### config.mk
export PLATFORM = sky130hd
export DESIGN_NAME = daq_frame_buf_flat
export DESIGN_NICKNAME = d
export VERILOG_FILES = /design/src/rtl/daq_frame_buf_if.sv /design/src/rtl/daq_frame_buf.sv /design/src/flat_wrapper.sv
export SDC_FILE = /design/constraint.sdc
export NUM_CORES = 2
export LEC_CHECK = 0
export CORE_MARGIN = 2
export CORE_UTILIZATION = 57
export CTS_CLUSTER_DIAMETER = 120
export DETAILED_ROUTE_END_ITERATION = 8
export PLACE_DENSITY_LB_ADDON = 0.08
export SYNTH_ARGS = -nofsm -noshare
export SYNTH_HDL_FRONTEND = slang
export SYNTH_MEMORY_MAX_BITS = 65536
export SYNTH_SLANG_ARGS = --single-unit
### constraint.sdc
create_clock -name CLK -period 9.6 [get_ports CLK]
set_input_delay 0.96 -clock CLK [delete_from_list [all_inputs] [get_ports CLK]]
set_output_delay 0.96 -clock CLK [all_outputs]
set_load 0.02 [all_outputs]
### src/rtl/daq_frame_buf_if.sv
// Write/read side signals between the SCA readout, the DAQ link and daq_frame_buf.
interface daq_frame_buf_if;
    logic        PUSH;
    logic [15:0] DIN;
    logic        LASTWORD;
    logic        ERRLOAD;
    logic        RD_EN;
    logic [15:0] DOUT;
    logic        DVALID;
    logic        DEND;
    logic        EVT_AVAIL;
    logic [7:0]  NEVT;
    logic        FULL;
    logic        OVFL;
    logic [7:0]  DROPCNT;

    modport master (
        output PUSH, DIN, LASTWORD, ERRLOAD, RD_EN,
        input  DOUT, DVALID, DEND, EVT_AVAIL, NEVT, FULL, OVFL, DROPCNT
    );

    modport slave (
        input  PUSH, DIN, LASTWORD, ERRLOAD, RD_EN,
        output DOUT, DVALID, DEND, EVT_AVAIL, NEVT, FULL, OVFL, DROPCNT
    );
endinterface

### src/rtl/daq_frame_buf.sv
// Event frame buffer: appends a trailer (and a CRC-16 word when DAQ_FRAME_CRC_EN is defined) and serves only committed events.
// Read latency 1 cycle; no write backpressure -- an event that does not fit is dropped and counted.
module daq_frame_buf #(
    parameter int ADDR_W = 8,
    parameter int TMR    = 0
) (
    input  logic           CLK,
    input  logic           RST,
    daq_frame_buf_if.slave bus
);
    localparam int              DEPTH    = 1 << ADDR_W;
    localparam logic [ADDR_W:0] DEPTH_W  = (ADDR_W + 1)'(DEPTH);
    localparam logic [ADDR_W:0] FREE_MIN = (ADDR_W + 1)'(3);
    localparam logic [ADDR_W:0] FULL_LIM = (ADDR_W + 1)'(4);

`ifdef DAQ_FRAME_CRC_EN
    typedef enum logic [2:0] {W_IDLE, W_DATA, W_TRL, W_DROP, W_CRC} wstate_t;
`else
    typedef enum logic [1:0] {W_IDLE, W_DATA, W_TRL, W_DROP} wstate_t;
`endif

    wstate_t state, state_nx;

    logic [16:0]       mem [DEPTH];
    logic [ADDR_W-1:0] wptr, sptr, rptr;
    logic [11:0]       wcnt;
    logic              err;
    logic [7:0]        nevt, dropcnt;
    logic              ovfl;
    logic [15:0]       dout;
    logic              dvalid, dend;

    logic [ADDR_W:0]   free;
    logic [15:0]       trailer;
    logic              wr_en, data_acc, commit, drop_done, ovfl_set;
    logic [16:0]       wr_dat;
    logic              rd_grant, rd_mark;
    logic [16:0]       rd_word;

    // Triplication is handled outside this block; the parameter is kept for interface compatibility.
    if (TMR != 0) begin : g_tmr
    end

    assign free    = DEPTH_W - {1'b0, wptr - rptr};
    assign trailer = {4'hE, err, wcnt[10:0]};

`ifdef DAQ_FRAME_CRC_EN
    logic [15:0] crc;

    function automatic logic [15:0] crc16_upd(input logic [15:0] c, input logic [15:0] d);
        logic [15:0] r;
        r = c;
        for (int i = 15; i >= 0; i--) begin
            r = {r[14:0], 1'b0} ^ ((r[15] ^ d[i]) ? 16'h1021 : 16'h0000);
        end
        return r;
    endfunction
`endif

    always_ff @(posedge CLK) begin
        if (RST) begin
            state <= W_IDLE;
        end else begin
            state <= state_nx;
        end
    end

    always_comb begin
        state_nx  = state;
        wr_en     = 1'b0;
        wr_dat    = '0;
        data_acc  = 1'b0;
        commit    = 1'b0;
        drop_done = 1'b0;
        ovfl_set  = 1'b0;
        case (state)
            W_IDLE, W_DATA: begin
                if (bus.PUSH) begin
                    if (free >= FREE_MIN) begin
                        wr_en    = 1'b1;
                        wr_dat   = {1'b0, bus.DIN};
                        data_acc = 1'b1;
                        state_nx = bus.LASTWORD ? W_TRL : W_DATA;
                    end else begin
                        // A last word that cannot fit closes the dropped event immediately.
                        ovfl_set = 1'b1;
                        if (bus.LASTWORD) begin
                            drop_done = 1'b1;
                            state_nx  = W_IDLE;
                        end else begin
                            state_nx  = W_DROP;
                        end
                    end
                end
            end
            W_TRL: begin
                wr_en    = 1'b1;
                ovfl_set = bus.PUSH;
`ifdef DAQ_FRAME_CRC_EN
                wr_dat   = {1'b0, trailer};
                state_nx = W_CRC;
`else
                wr_dat   = {1'b1, trailer};
                commit   = 1'b1;
                state_nx = W_IDLE;
`endif
            end
`ifdef DAQ_FRAME_CRC_EN
            W_CRC: begin
                wr_en    = 1'b1;
                wr_dat   = {1'b1, crc};
                commit   = 1'b1;
                ovfl_set = bus.PUSH;
                state_nx = W_IDLE;
            end
`endif
            W_DROP: begin
                if (bus.PUSH && bus.LASTWORD) begin
                    drop_done = 1'b1;
                    state_nx  = W_IDLE;
                end
            end
            default: state_nx = W_IDLE;
        endcase
    end

    assign rd_grant = bus.RD_EN && (nevt != 8'd0);
    assign rd_word  = mem[rptr];
    assign rd_mark  = rd_grant && rd_word[16];

    always_ff @(posedge CLK) begin
        if (wr_en) begin
            mem[wptr] <= wr_dat;
        end
    end

    always_ff @(posedge CLK) begin
        if (RST) begin
            wptr    <= '0;
            sptr    <= '0;
            rptr    <= '0;
            wcnt    <= '0;
            err     <= 1'b0;
            nevt    <= '0;
            dropcnt <= '0;
            ovfl    <= 1'b0;
            dout    <= '0;
            dvalid  <= 1'b0;
            dend    <= 1'b0;
        end else begin
            if (drop_done) begin
                wptr <= sptr;
            end else if (wr_en) begin
                wptr <= wptr + 1'b1;
            end
            if (commit) begin
                sptr <= wptr + 1'b1;
            end
            if (commit || drop_done) begin
                wcnt <= '0;
                err  <= 1'b0;
            end else begin
                if (data_acc) begin
                    wcnt <= wcnt + 1'b1;
                end
                if (bus.PUSH && bus.ERRLOAD) begin
                    err <= 1'b1;
                end
            end
            if (ovfl_set) begin
                ovfl <= 1'b1;
            end
            if (drop_done && dropcnt != 8'hFF) begin
                dropcnt <= dropcnt + 1'b1;
            end
            // A commit and a trailer read in the same cycle cancel out.
            case ({commit, rd_mark})
                2'b10:   nevt <= nevt + 1'b1;
                2'b01:   nevt <= nevt - 1'b1;
                default: nevt <= nevt;
            endcase
            dvalid <= rd_grant;
            dend   <= rd_mark;
            if (rd_grant) begin
                dout <= rd_word[15:0];
                rptr <= rptr + 1'b1;
            end
        end
    end

`ifdef DAQ_FRAME_CRC_EN
    always_ff @(posedge CLK) begin
        if (RST) begin
            crc <= 16'hFFFF;
        end else if (commit || drop_done) begin
            crc <= 16'hFFFF;
        end else if (data_acc) begin
            crc <= crc16_upd(crc, bus.DIN);
        end else if (state == W_TRL) begin
            crc <= crc16_upd(crc, trailer);
        end
    end
`endif

    assign bus.DOUT      = dout;
    assign bus.DVALID    = dvalid;
    assign bus.DEND      = dend;
    assign bus.NEVT      = nevt;
    assign bus.EVT_AVAIL = (nevt != 8'd0);
    assign bus.FULL      = (free < FULL_LIM);
    assign bus.OVFL      = ovfl;
    assign bus.DROPCNT   = dropcnt;
endmodule

### src/flat_wrapper.sv
// flat-port wrapper written by rule: the top's interface ports become plain ports
module daq_frame_buf_flat 
#(
    parameter int ADDR_W = 8,
    parameter int TMR    = 0
)
  (CLK, RST, bus_PUSH, bus_DIN, bus_LASTWORD, bus_ERRLOAD, bus_RD_EN, bus_DOUT, bus_DVALID, bus_DEND, bus_EVT_AVAIL, bus_NEVT, bus_FULL, bus_OVFL, bus_DROPCNT);
  daq_frame_buf_if bus_i ();
  input  logic CLK;
  input  logic RST;
  input wire logic [$bits(bus_i.PUSH)-1:0] bus_PUSH;
  input wire logic [$bits(bus_i.DIN)-1:0] bus_DIN;
  input wire logic [$bits(bus_i.LASTWORD)-1:0] bus_LASTWORD;
  input wire logic [$bits(bus_i.ERRLOAD)-1:0] bus_ERRLOAD;
  input wire logic [$bits(bus_i.RD_EN)-1:0] bus_RD_EN;
  output wire logic [$bits(bus_i.DOUT)-1:0] bus_DOUT;
  output wire logic [$bits(bus_i.DVALID)-1:0] bus_DVALID;
  output wire logic [$bits(bus_i.DEND)-1:0] bus_DEND;
  output wire logic [$bits(bus_i.EVT_AVAIL)-1:0] bus_EVT_AVAIL;
  output wire logic [$bits(bus_i.NEVT)-1:0] bus_NEVT;
  output wire logic [$bits(bus_i.FULL)-1:0] bus_FULL;
  output wire logic [$bits(bus_i.OVFL)-1:0] bus_OVFL;
  output wire logic [$bits(bus_i.DROPCNT)-1:0] bus_DROPCNT;
  assign bus_i.PUSH = bus_PUSH;
  assign bus_i.DIN = bus_DIN;
  assign bus_i.LASTWORD = bus_LASTWORD;
  assign bus_i.ERRLOAD = bus_ERRLOAD;
  assign bus_i.RD_EN = bus_RD_EN;
  assign bus_DOUT = bus_i.DOUT;
  assign bus_DVALID = bus_i.DVALID;
  assign bus_DEND = bus_i.DEND;
  assign bus_EVT_AVAIL = bus_i.EVT_AVAIL;
  assign bus_NEVT = bus_i.NEVT;
  assign bus_FULL = bus_i.FULL;
  assign bus_OVFL = bus_i.OVFL;
  assign bus_DROPCNT = bus_i.DROPCNT;
  daq_frame_buf #(.ADDR_W(ADDR_W), .TMR(TMR)) u_core (.CLK(CLK), .RST(RST), .bus(bus_i));
endmodule
==> results.yml <==
min_path:
  hold_start: "u_core.sptr[1]"
  end_of_the_worst_hold_path: "u_core.sptr[1]"
  min_path_cells: 2
  hp-class: "reg -> reg"
clock_tree:
  cts_hold_buf: 0
  cts_resized: 0
  cts.repair_timing.setup_buffer_count: 0
  cts-htree-levels: 5
  clk-insertion-delay-late_ns: 0.98
  clk_transition_reported_paths_ns: 0.06
  numCtsBuffers: 444
  cts.root.buffer_cell: "sky130_fd_sc_hd__clkbuf_16"
  cts_max_path_buffers: 4
  clock-sinks: 4433
  tritoncts: "done"
routing:
  wirelength_um: 444000
  route.detailed.drc: 0
  drtIter0Drc: 11307
  drt_pre_antenna_iters: 6
  detail_route.wl_per_cell_um: 35.6
  vias_per_cell: 6.76
  drt.antenna.violating_nets: 0
  num_vias: 84213
placement:
  dpl_worst_slack_ns: 3.25
  port_buffers: 58
  gp_congestion: 0.870
  place_hpwl_um: 255000
flow_run:
  max_capacitance_violation_count: 1
critical_path:
  worstSetupStartpointType: "register"
  regToRegEndpoint: "u_core.bus.DOUT[1]"
  arr_time_crit_path_ns: 6.97
  r2r.worst_path.cells: 10
  critical_path_peak_fanout: 103
  required_ns: 10.40
  reg2reg_slack_ns: 3.43
  critical_path.endpoint_type: "register"
  worstSetupPathType: "reg -> reg"
synth:
  seq_area_frac_synth_pct: 77.9
  ys_warn_count: 0
  top_area_cells_in_the_synthesized_netlist: "sky130_fd_sc_hd__edfxtp_1 77%, sky130_fd_sc_hd__mux4_2 15%, sky130_fd_sc_hd__a22oi_1 2.1%"
  netlist_area_um2: 170000
  synth_top_flop_cell: "sky130_fd_sc_hd__edfxtp_1"
  synth_edf_count: 4352
  post-synth-top-count-cell: "sky130_fd_sc_hd__edfxtp_1"
  asyncSetResetFlopFracSynth_pct: 0
  post_synthesis_area_per_instance_um2: 21.9
  netlist_instances: 7755
  ys_ff_latch: 4433
  yosysUniqueCellTypes: 69
  syn_nets: 7805
  synth.largest_area_cell: "sky130_fd_sc_hd__edfxtp_1"
  post_synth_most_frequent_cells: "4352 x sky130_fd_sc_hd__edfxtp_1, 1111 x sky130_fd_sc_hd__mux4_2, 475 x sky130_fd_sc_hd__a22oi_1"
  netlist.area_leader.share_pct: 76.9
grt:
  grt_pass1_wl_um: 629000
  grt_max_degree: 193
  first_global_vias: 83591
  antenna_found_initial: 16
  groute.usage.overall_pct: 29.5
  grt-ovfl-total: 0
power_and_ir_drop:
  power_density_nw_per_um2: 211
  vdd_drop_max_mv: 0.220
  p_leak_nw: 58.7
sta:
  timing.final.crit_share_pct: 64.3
  worst-slew-pin-transition_ns: 1.55
  fin_worst_skew_ns: 0.0492
  period_minus_slack_ns: 6.17
  maxSlewHeadroom_pct: -3.15
  finalHoldViolCount: 0
  max_freq_mhz: 162
  endpoints_failing_setup: 0
  unrepaired_setup_endpoints_after_global_routing: "no"
  layout_setup_ws_ns: 3.43
  fin_setup_tns_ns: 0
  timing.final.max_slew_violations: 41
floorplan:
  fp.dieArea_um2: 302000
  floorplan.die.height_um: 550
  ios: 59
  dieWidth_um: 550
  row_count: 200
  start_util_pct: 57.2
  floorplan.core_area_um2: 297000
final_layout:
  layout-area-overhead-vs-synth_pct: 12.5
  layout-drive-gt1-share_pct: 26.2
  design.final.nets: 8186
  core_occupancy_in_the_finished_layout_pct: 64.4
run_status:
  failed_checks: "capacitance limit, slew limit"
  result_of_the_run: "finished with violations"
## how the worst max path moves through the flow
stage,endpoint,slack [ns],depth (start not counted)
2_1_floorplan,u_core.mem[0][10],0.0008,7
3_3_place_gp,u_core.bus.DOUT[3],3.32,10
3_5_place_dp,u_core.bus.DOUT[3],3.25,10
4_1_cts,u_core.bus.DOUT[1],3.25,10
5_1_grt,u_core.bus.DOUT[8],2.65,9
6_report,u_core.bus.DOUT[1],3.43,10
## metal layers
metal	share of wire, %	vias to the layer above	GRT usage [%]
met5	0.0074	-	0
met3	8.9	638	4.60
met1	40	45607	43.6
met4	3.3	6	9.31
li1	-	33616	-
met2	48	4346	46.2
## placed cells by master (no fill, tap or decap), types with 54 or more instances in the layout
cell / instances
sky130_fd_sc_hd__clkinv_1: 94
sky130_fd_sc_hd__nor2_4: 54
sky130_fd_sc_hd__nand2_1: 242
sky130_fd_sc_hd__a21oi_1: 236
sky130_fd_sc_hd__clkbuf_1: 100
sky130_fd_sc_hd__dfxtp_1: 75
sky130_fd_sc_hd__nor2_1: 235
sky130_fd_sc_hd__buf_4: 312
sky130_fd_sc_hd__clkbuf_16: 452
sky130_fd_sc_hd__a22oi_1: 475
sky130_fd_sc_hd__clkinv_2: 99
sky130_fd_sc_hd__mux4_2: 1111
sky130_fd_sc_hd__edfxtp_1: 4352
sky130_fd_sc_hd__clkdlybuf4s50_1: 57
## kinds of logic (layout without fill, tap and decap cells)
group,after synthesis,count (layout),share of synthesized area [%]
AO/OA/AOI/OAI,852,852,3.46
XOR/XNOR,27,27,0.139
adder cells (fa/ha/maj),28,28,0.215
buffers and inverters,484,1248,1.34
flip-flops,4433,4433,77.9
multiplexers,1131,1131,14.9
other,0,4,0
AND/OR/NAND/NOR,800,800,2.07
## critical path, stage by stage, from the launching register on
cell,delay [ns]
sky130_fd_sc_hd__dfxtp_4,0.97
sky130_fd_sc_hd__buf_4,0.75
sky130_fd_sc_hd__buf_4,0.69
sky130_fd_sc_hd__buf_12,0.72
sky130_fd_sc_hd__buf_4,0.75
sky130_fd_sc_hd__mux4_2,0.60
sky130_fd_sc_hd__a22oi_1,0.27
sky130_fd_sc_hd__nand2_1,0.12
sky130_fd_sc_hd__a211o_1,0.31
sky130_fd_sc_hd__nand3_1,0.44
sky130_fd_sc_hd__nand4_1,0.17
## stage by stage
| stage | power (mW) | hold slack [ns] | std cells | area, um^2 |
|---|---|---|---|---|
| 3_5_place_dp | 23.8 | 0.457 | 11629 | 177000 |
| 4_1_cts | 40.5 | 0.466 | 12458 | 191000 |
| 3_3_place_gp | 23.7 | 0.442 | 11629 | 177000 |
| 5_1_grt | 41.4 | 0.517 | 12460 | 191000 |
| 2_1_floorplan | 23.3 | 0.437 | 7755 | 170000 |
| 6_report | 40.3 | 0.467 | 12462 | 191000 |
## sequential cells by signal, summed over array words and instances, names as in the netlist, named ones only
| name | cells |
|---|---|
| u_core.bus.DEND | 1 |
| u_core.bus.DOUT | 16 |
| u_core.bus.DROPCNT | 8 |
| u_core.bus.DVALID | 1 |
| u_core.bus.NEVT | 8 |
| u_core.bus.OVFL | 1 |
| u_core.err | 1 |
| u_core.mem | 4352 |
| u_core.rptr | 8 |
| u_core.sptr | 8 |
| u_core.state | 2 |
| u_core.wcnt | 11 |
| u_core.wptr | 8 |
## final cells by class
cell class	count	area, um^2
timing repair buffer	390	3320
sequential	4433	132000
clock buffer	566	11900
antenna	4	10.0
inverter	29	116
fill	19736	106000
tap	3939	4930
multi-input combinational	2838	36100
clock inverter	263	2390
## power by group
part	internal [mW]	switching [mW]	total (mW)
registers	21.4	0.0410	21.4
clock network	9.71	7.26	17.0
logic	0.794	1.14	1.93
Power figures use the tool's default switching activity.
